--- src/rtl/tdm_mux.sv ---
// -----------------------------------------------------------------------------
// tdm_mux
//
// N-channel, W-bit registered multiplexer with a valid/ready output handshake.
// Parametrised successor to the 2:1 combinational mux.
//
// Modes:
//   manual (MODE=0) : the channel is chosen by SEL.
//   scan   (MODE=1) : time-division round-robin over channels 0..N-1. Each
//                     channel is held for DWELL accepted samples (0 acts as 1).
//
// Ports:
//   CLK    in   1          rising-edge clock
//   RST_N  in   1          asynchronous, active-low reset
//   D      in   N*W        packed channel data, channel i at [i*W +: W]
//   SEL    in   SELW       manual-mode channel select
//   MODE   in   1          0 = manual, 1 = scan
//   DWELL  in   DWELL_W    loads per channel before scan advances (0 -> 1)
//   EN     in   1          sample enable
//   Y      out  W          registered selected data
//   CH     out  SELW       channel index that produced Y
//   VLD    out  1          Y/CH hold a sample not yet accepted
//   RDY    in   1          consumer ready
//
// Every output comes straight from a flop. D, SEL and RDY only reach the
// outputs through the registers.
// -----------------------------------------------------------------------------
module tdm_mux #(
    parameter int W       = 8,
    parameter int N       = 4,
    parameter int SELW    = 2,
    parameter int DWELL_W = 8
) (
    input  logic                 CLK,
    input  logic                 RST_N,
    input  logic [N*W-1:0]       D,
    input  logic [SELW-1:0]      SEL,
    input  logic                 MODE,
    input  logic [DWELL_W-1:0]   DWELL,
    input  logic                 EN,
    output logic [W-1:0]         Y,
    output logic [SELW-1:0]      CH,
    output logic                 VLD,
    input  logic                 RDY
);

    // Output registers
    logic [W-1:0]       y_q,    y_d;
    logic [SELW-1:0]    ch_q,   ch_d;
    logic               vld_q,  vld_d;

    // Scan state: current channel pointer and loads taken on that channel
    logic [SELW-1:0]    ptr_q,  ptr_d;
    logic [DWELL_W-1:0] dcnt_q, dcnt_d;

    // Combinational helpers
    logic               load_s;
    logic               accept_s;
    logic [SELW-1:0]    chan_s;
    logic [W-1:0]       sel_data_s;
    logic [DWELL_W-1:0] dw_m1_s;
    logic               ptr_last_s;
    logic               dwell_done_s;

    // Load/accept decode and channel choice for this edge
    always_comb begin
        load_s   = EN & (~vld_q | RDY);
        accept_s = vld_q & RDY;
        chan_s   = MODE ? ptr_q : SEL;
    end

    // Channel data select. A channel index with no matching input (only
    // reachable through SEL when N is not a power of two) yields zero.
    always_comb begin
        sel_data_s = {W{1'b0}};
        for (int i = 0; i < N; i++) begin
            sel_data_s = (chan_s == SELW'(i)) ? D[i*W +: W] : sel_data_s;
        end
    end

    // Dwell threshold. DWELL=0 behaves as 1, so the threshold is DW-1 with
    // DW = max(DWELL,1). Using >= lets a lowered DWELL take effect at the
    // next load instead of waiting for the counter to wrap.
    always_comb begin
        if (DWELL == {DWELL_W{1'b0}}) begin
            dw_m1_s = {DWELL_W{1'b0}};
        end else begin
            dw_m1_s = DWELL - DWELL_W'(1'b1);
        end
        dwell_done_s = (dcnt_q >= dw_m1_s);
        // Explicit wrap at N-1: N need not be a power of two.
        ptr_last_s   = (ptr_q == SELW'(N - 1));
    end

    // Output register next-state: load, accept/drop, or hold (stall/idle)
    always_comb begin
        y_d   = y_q;
        ch_d  = ch_q;
        vld_d = vld_q;
        if (load_s) begin
            y_d   = sel_data_s;
            ch_d  = chan_s;
            vld_d = 1'b1;
        end else if (accept_s) begin
            // Consumer took the sample and nothing new is enabled:
            // drop VLD but keep Y/CH as the last value.
            vld_d = 1'b0;
        end else begin
            vld_d = vld_q;
        end
    end

    // Scan counter next-state. Manual mode parks the scan at channel 0 with
    // a fresh dwell on every edge, so re-entering scan always starts clean.
    always_comb begin
        ptr_d  = ptr_q;
        dcnt_d = dcnt_q;
        if (!MODE) begin
            ptr_d  = {SELW{1'b0}};
            dcnt_d = {DWELL_W{1'b0}};
        end else if (load_s) begin
            if (dwell_done_s) begin
                dcnt_d = {DWELL_W{1'b0}};
                if (ptr_last_s) begin
                    ptr_d = {SELW{1'b0}};
                end else begin
                    ptr_d = ptr_q + SELW'(1'b1);
                end
            end else begin
                dcnt_d = dcnt_q + DWELL_W'(1'b1);
            end
        end else begin
            ptr_d  = ptr_q;
            dcnt_d = dcnt_q;
        end
    end

    // State registers with asynchronous active-low reset
    always_ff @(posedge CLK or negedge RST_N) begin
        if (!RST_N) begin
            y_q    <= {W{1'b0}};
            ch_q   <= {SELW{1'b0}};
            vld_q  <= 1'b0;
            ptr_q  <= {SELW{1'b0}};
            dcnt_q <= {DWELL_W{1'b0}};
        end else begin
            y_q    <= y_d;
            ch_q   <= ch_d;
            vld_q  <= vld_d;
            ptr_q  <= ptr_d;
            dcnt_q <= dcnt_d;
        end
    end

    assign Y   = y_q;
    assign CH  = ch_q;
    assign VLD = vld_q;

endmodule

--- config.mk ---
export PLATFORM = sky130hd
export DESIGN_NAME = tdm_mux
export DESIGN_NICKNAME = d
export VERILOG_FILES = /design/src/rtl/tdm_mux.sv
export SDC_FILE = /design/constraint.sdc
export NUM_CORES = 1
export LEC_CHECK = 0
export BUFFER_PORTS_ARGS = -buffer_cell sky130_fd_sc_hd__buf_2
export CAP_MARGIN = 40
export CORE_MARGIN = 4
export CORE_UTILIZATION = 52
export DETAILED_ROUTE_END_ITERATION = 10
export HOLD_SLACK_MARGIN = 0.08
export PLACE_DENSITY_LB_ADDON = 0.12
export SLEW_MARGIN = 5
export SYNTH_ARGS = -nofsm -noshare
export SYNTH_HDL_FRONTEND = slang
export SYNTH_SLANG_ARGS = --single-unit
--- constraint.sdc ---
create_clock -name CLK -period 6 [get_ports CLK]
set_input_delay 0.6 -clock CLK [delete_from_list [all_inputs] [get_ports CLK]]
set_output_delay 0.6 -clock CLK [all_outputs]
set_load 0.005 [all_outputs]
==> flow_metrics.py, run 1 <==
metrics = {
    "status": {
        "status": "completed",
    },
    "global_routing": {
        "grt_pass1_wl_um": 5078,
        "grt_max_degree": 22,
        "grt_pass1_vias": 1250,
        "grt_util_all_layers_pct": 18.33,
        "antenna_found_initial": 0,
        "overflow": 0,
    },
    "detailed_routing": {
        "routedWlPerCell_um": 14.22,
        "routed-wl-met2_um": 1665,
        "ant_nets": 0,
        "remaining_drc_errors": 0,
        "firstDrtPassIters": 4,
        "dr_wl_met3_um": 229,
        "wl_met1_um": 1264,
        "top_layer": "met4",
        "vias": 1241,
        "finalWirelength_um": 3170,
        "drt_iter0_markers": 56,
        "vias_per_cell": 5.565,
    },
    "floorplanning": {
        "num_io_pins": 58,
        "coreArea_mm2": 0.002734,
        "dieArea_mm2": 0.003764,
        "rows": 19,
        "start_util_pct": 54.14,
        "dieHeight_um": 61.35,
        "die_w_um": 61.35,
    },
    "clocking": {
        "cts-root-buf": "clkbuf_4",
        "postCtsHoldBufs": 0,
        "clkTransAtPathRegs_ns": 0.11,
        "cts_max_level": 1,
        "cts_tree": "done",
        "cts_buffers": 3,
        "cts_setup_buffers": 0,
        "cts-resized-gates": 0,
        "clock_path_buffers": 2,
        "cts.sinks": 21,
        "clk_latency_ns": 0.29,
    },
    "timing": {
        "worst_pin_slew_ns": 0.7731,
        "fin_tns_setup_ns": 0,
        "hold_violations": 0,
        "max_freq_mhz": 292.5,
        "holdWs_ns": 0.2393,
        "setup_viol": 0,
        "rsz0062_at_grt": "no",
        "fin_ws_ns": 2.581,
        "finalCritPeriodShare_pct": 56.98,
        "slew_viol_final": 0,
        "final.min_clock_period_ns": 3.419,
        "clock_skew_ns": 0.001725,
        "slew_headroom_pct": 46.98,
    },
    "placed_design": {
        "io_buffers": 57,
        "dp_hpwl_um": 2628,
        "pre_cts_ws_ns": 2.260,
        "gp_congestion": 0.7494,
    },
    "cells_and_area": {
        "num-nets-final": 251,
        "seq_area_um2": 525.5,
        "diodes": 0,
        "multiInputGateArea_um2": 923.4,
        "area_growth_pct": 23.08,
        "nFillCells": 228,
        "drive_gt1_share_pct": 40.10,
    },
    "synth": {
        "syn_area_mm2": 0.001480,
        "yosys_warnings": 0,
        "netlist-cell-type-count": 38,
        "syn_inst": 133,
        "ys_ff_latch": 21,
        "syn_area_per_cell_um2": 11.13,
        "syn_nets": 191,
        "ys_seq_area_share_pct": 35.50,
    },
    "power_and_ir_drop": {
        "leakage_nw": 0.9167,
        "peakVddDrop_mv": 0.1576,
        "cellPowerDensity_mw_per_mm2": 231.3,
    },
    "setup_path": {
        "path_class": "input port to flip-flop",
        "end_kind": "flip-flop",
        "arrival_ns": 3.64,
        "critPathLaunchType": "input port",
        "path_max_fanout": 10,
        "reg2reg_depth": 5,
        "cp_data_required_time_ns": 6.22,
    },
    "worst_hold_path": {
        "min_path_type": "input port to async pin",
    },
    "run": {
        "max-cap-violations": 0,
    },
}
-- report_power, final --
group | internal (W) | total (W) | switching (W)
registers | 0.000175 | 0.000196 | 0.0000214
clock network | 0.0000259 | 0.0000664 | 0.0000405
logic | 0.0000914 | 0.000159 | 0.0000675
-- through the flow --
step                total power [W]  cell area (um^2)  util [%]  instances
global placement          0.0003521              1795     65.68        219
global route              0.0004571              1822     66.64        223
CTS                       0.0004283              1822     66.64        223
finish                    0.0004214              1822     66.64        223
floorplan                 0.0002963              1480         -        133
detailed placement        0.0003608              1795     65.68        219
-- cell usage in the layout, fill, tap and decap left out, types with 3 or more instances in the layout --
master    synthesis  routed
buf_2             0      57
dfrtp_1          21      21
nand2_1          15      15
ha_1             11      11
mux2_2            9       9
o21ai_0           8       8
inv_1             6       6
nor2_1            5       5
nor3_1            5       5
mux4_1            5       5
nand2b_1          4       4
nand3_1           4       4
nor2b_1           3       3
mux2i_1           3       3
xnor2_1           3       3
a21o_1            3       3
mux4_2            3       3
clkbuf_4          0       3
-- worst max-delay path, cell delays in order --
cell	delay (ns)
buf_2	0.10
inv_1	0.06
ha_1	0.15
nor2b_1	0.25
nand3b_1	0.15
or3_1	0.41
and2_1	0.20
ha_1	0.25
nand2b_1	0.14
a2111oi_1	0.48
o31ai_2	0.21
or4_1	0.53
o211ai_1	0.10
-- layout make-up --
class / count / area share [%]
well taps: 31 / 2.129
multi-input cells: 104 / 50.69
clock buffers: 4 / 1.442
flip-flops and latches: 21 / 28.85
repair buffers: 57 / 15.66
inverters: 6 / 1.236
-- layer usage --
metal	track usage [%]	vias up
met4	5.455	0
met5	0	-
met2	34.74	43
met1	21.02	580
met3	2.935	2
li1	-	616
-- path summary, 6_finish.rpt --
path                           start        end  slack [ns]
setup / recovery            DWELL[0]  dcnt_q[5]        2.58
hold reg to reg                CH[1]      CH[1]        0.49
min in group CLK               CH[1]      CH[1]        0.49
hold / removal                 RST_N  dcnt_q[6]        0.24
max in group asynchronous      RST_N        VLD        5.44
setup reg to reg           dcnt_q[7]   ptr_q[0]        3.68
-- registers in the layout, indices dropped and copies added (netlist names) --
register  count
CH            2
VLD           1
Y             8
dcnt_q        8
ptr_q         2
-- cell usage after synthesis (all sizes together) --
master	number	area (um^2)
nand2	15	56.30
nor2	5	18.77
a2111oi	2	37.54
nand3b	1	7.510
nand3	4	20.02
o211ai	1	7.510
mux2i	4	43.79
mux4	8	198.9
a21o	3	22.52
nor3	5	25.02
or3	2	13.77
dfrtp	21	525.5
nor3b	1	7.510
nor4b	2	17.52
and4	1	8.760
o31ai	1	12.51
and2	2	12.52
inv	6	22.52
nand2b	4	25.02
nor4	1	6.260
buf	1	3.750
xnor2	3	26.28
a21oi	3	18.77
xor2	2	17.52
nand4	1	6.260
mux2	9	101.4
clkbuf	1	5.000
o21ai	8	40.04
or4	1	7.510
ha	11	137.6
o21a	1	7.510
nor2b	3	18.77
-- kinds of logic after synthesis --
kind of cell / share of synthesized area, %
and+or+nand+nor: 16.99
muxes: 23.25
DFF: 35.50
AOI/OAI and AO/OA: 9.891
xor gates and xnor gates: 2.959
adders and majority gates: 9.298
buffers and inverters: 2.113
Power figures use the tool's default switching activity.
==> run 2: changes to the inputs <==
CORE_UTILIZATION = 44   (was 52)
clock period = 3.1 ns   (was 6 ns; I/O delays follow)
==> run 2 against run 1 <==
Net effect:
- clock power up 100%
- non-clock buffer count rose by 6
- combinational power up 98%
- critical path depth stayed put
- highest routed layer unchanged
==> flow_metrics.py, run 2 (synthesis gave the netlist of run 1 again) <==
metrics = {
    "status": {
        "status": "completed",
    },
    "setup_path": {
        "path_max_fanout": 5,
        "end_kind": "flip-flop",
        "arrival_ns": 3.10,
        "critical_path.startpoint": "DWELL[0]",
        "cp-endpoint": "dcnt_q[5]",
        "rr_startpoint": "dcnt_q[0]",
        "rr_endpoint": "dcnt_q[5]",
        "cp_data_required_time_ns": 3.33,
        "rrSetupSlack_ns": 0.90,
        "path_class": "input port to flip-flop",
        "critPathLaunchType": "input port",
        "reg2reg_depth": 7,
    },
    "cells_and_area": {
        "num-nets-final": 257,
        "stdcell_area_mm2": 0.001887,
        "diodes": 0,
        "layout_common_cells": "buf_2, dfrtp_1, nand2_1",
        "final_cells": 242,
        "drive_gt1_share_pct": 41.92,
        "final_common_cell": "buf_2",
        "area_growth_pct": 27.47,
    },
    "global_routing": {
        "antenna_found_initial": 0,
        "grt_max_degree": 22,
        "grt_pass1_wl_um": 5623,
        "overflow": 0,
        "grt_util_all_layers_pct": 16.66,
        "grt_pass1_vias": 1316,
    },
    "timing": {
        "slew_viol_final": 0,
        "hold_violations": 0,
        "fin_ws_ns": 0.2292,
        "clock_skew_ns": 0.006239,
        "max_freq_mhz": 348.3,
        "slew_headroom_pct": 39.90,
        "setup_viol": 0,
        "finalCritPeriodShare_pct": 92.61,
        "worst_pin_slew_ns": 0.8765,
        "rsz0062_at_grt": "no",
        "final.min_clock_period_ns": 2.871,
        "holdWs_ns": 0.2279,
    },
    "worst_hold_path": {
        "min_path_type": "input port to flip-flop",
        "hp-start": "EN",
    },
    "floorplanning": {
        "die_w_um": 66,
        "dieArea_mm2": 0.004356,
        "num_io_pins": 58,
        "start_util_pct": 47.32,
        "rows": 20,
        "coreArea_mm2": 0.003128,
        "dieHeight_um": 66,
    },
    "power_and_ir_drop": {
        "total_power_w": 0.0008275,
        "leakage_nw": 0.9470,
        "cellPowerDensity_mw_per_mm2": 438.6,
        "peakVddDrop_mv": 0.2420,
    },
    "placed_design": {
        "pre_cts_ws_ns": -0.1073,
        "gp_congestion": 0.7495,
        "placed_area_mm2": 0.001849,
        "io_buffers": 57,
        "dp_hpwl_um": 2776,
        "placedCellCount": 237,
    },
    "clocking": {
        "cts-root-buf": "clkbuf_4",
        "cts_tree": "done",
        "cts_buffers": 3,
        "clkTransAtPathRegs_ns": 0.12,
        "cts_max_level": 1,
        "clk_latency_ns": 0.31,
        "clock_path_buffers": 2,
        "cts.sinks": 21,
    },
    "detailed_routing": {
        "ant_nets": 0,
        "drt_iter0_markers": 50,
        "vias": 1263,
        "vias_per_cell": 5.219,
        "routedWlPerCell_um": 13.78,
        "remaining_drc_errors": 0,
        "finalWirelength_um": 3335,
        "firstDrtPassIters": 4,
    },
    "run": {
        "max-cap-violations": 0,
    },
}
run 2: changes by cell type in the layout (fill, tap and decap cells not counted):
| cell | delta |
|---|---|
| buf_4 | +5 |
| clkbuf_1 | -1 |
| clkinv_2 | +1 |
| dlygate4sd3_1 | +1 |
run 2: worst min-delay path by stage:
stage | endpoint | slack [ns] | cells after the start
after floorplan | CH[0] | 0.01 | 0
after global placement | VLD | 0.29 | 1
after detailed placement | VLD | 0.31 | 1
after CTS | VLD | 0.22 | 2
after global routing | VLD | 0.24 | 2
final | VLD | 0.23 | 2
run 2: final cells by class:
type,instances,area (um^2)
Fill cell,285,1241
Multi-Input combinational cell,104,923.4
Sequential cell,21,525.5
Timing Repair Buffer,63,332.8
Tap cell,44,55.05
Clock buffer,3,22.52
Inverter,6,22.52
Clock inverter,1,5.005
run 2: what timing repair did:
action | CTS | global route
hold endpoints to repair | 21 | 0
hold buffers | 1 | 0
setup buffers | 0 | 0
resized for setup | 0 | 0
run 2: through the flow:
| step | utilization [%] | TNS (ns) |
|---|---|---|
| 2_1_floorplan | - | 0 |
| 3_5_place_dp | 59.12 | -0.2193 |
| 6_report | 60.32 | 0 |
| 4_1_cts | 60.32 | 0 |
| 3_3_place_gp | 59.12 | 0 |
| 5_1_grt | 60.32 | 0 |
run 2: layer usage:
layer	GRT usage (%)	vias up	wire length, um
met5	0	-	0
met4	6.345	0	36
met3	3.401	4	181
met2	29.54	28	1728
met1	19.65	603	1389
li1	-	628	-
run 2: where the power goes:
part           switching [W]  total [W]  internal [W]  leakage [nW]
Sequential         0.0000382   0.000376      0.000338         0.265
Combinational       0.000135   0.000315      0.000180         0.665
Clock              0.0000881   0.000136     0.0000483        0.0177
run 2: worst max-delay path, cell delays in order:
cell and delay [ns]:
buf_2 0.10, inv_1 0.06, ha_1 0.16, nor2b_1 0.18, nand3b_1 0.12, or3_1 0.36, and2_1 0.18, ha_1 0.26
nand2b_1 0.14, a2111oi_1 0.46, o31ai_2 0.14, or4_1 0.52, o211ai_1 0.11
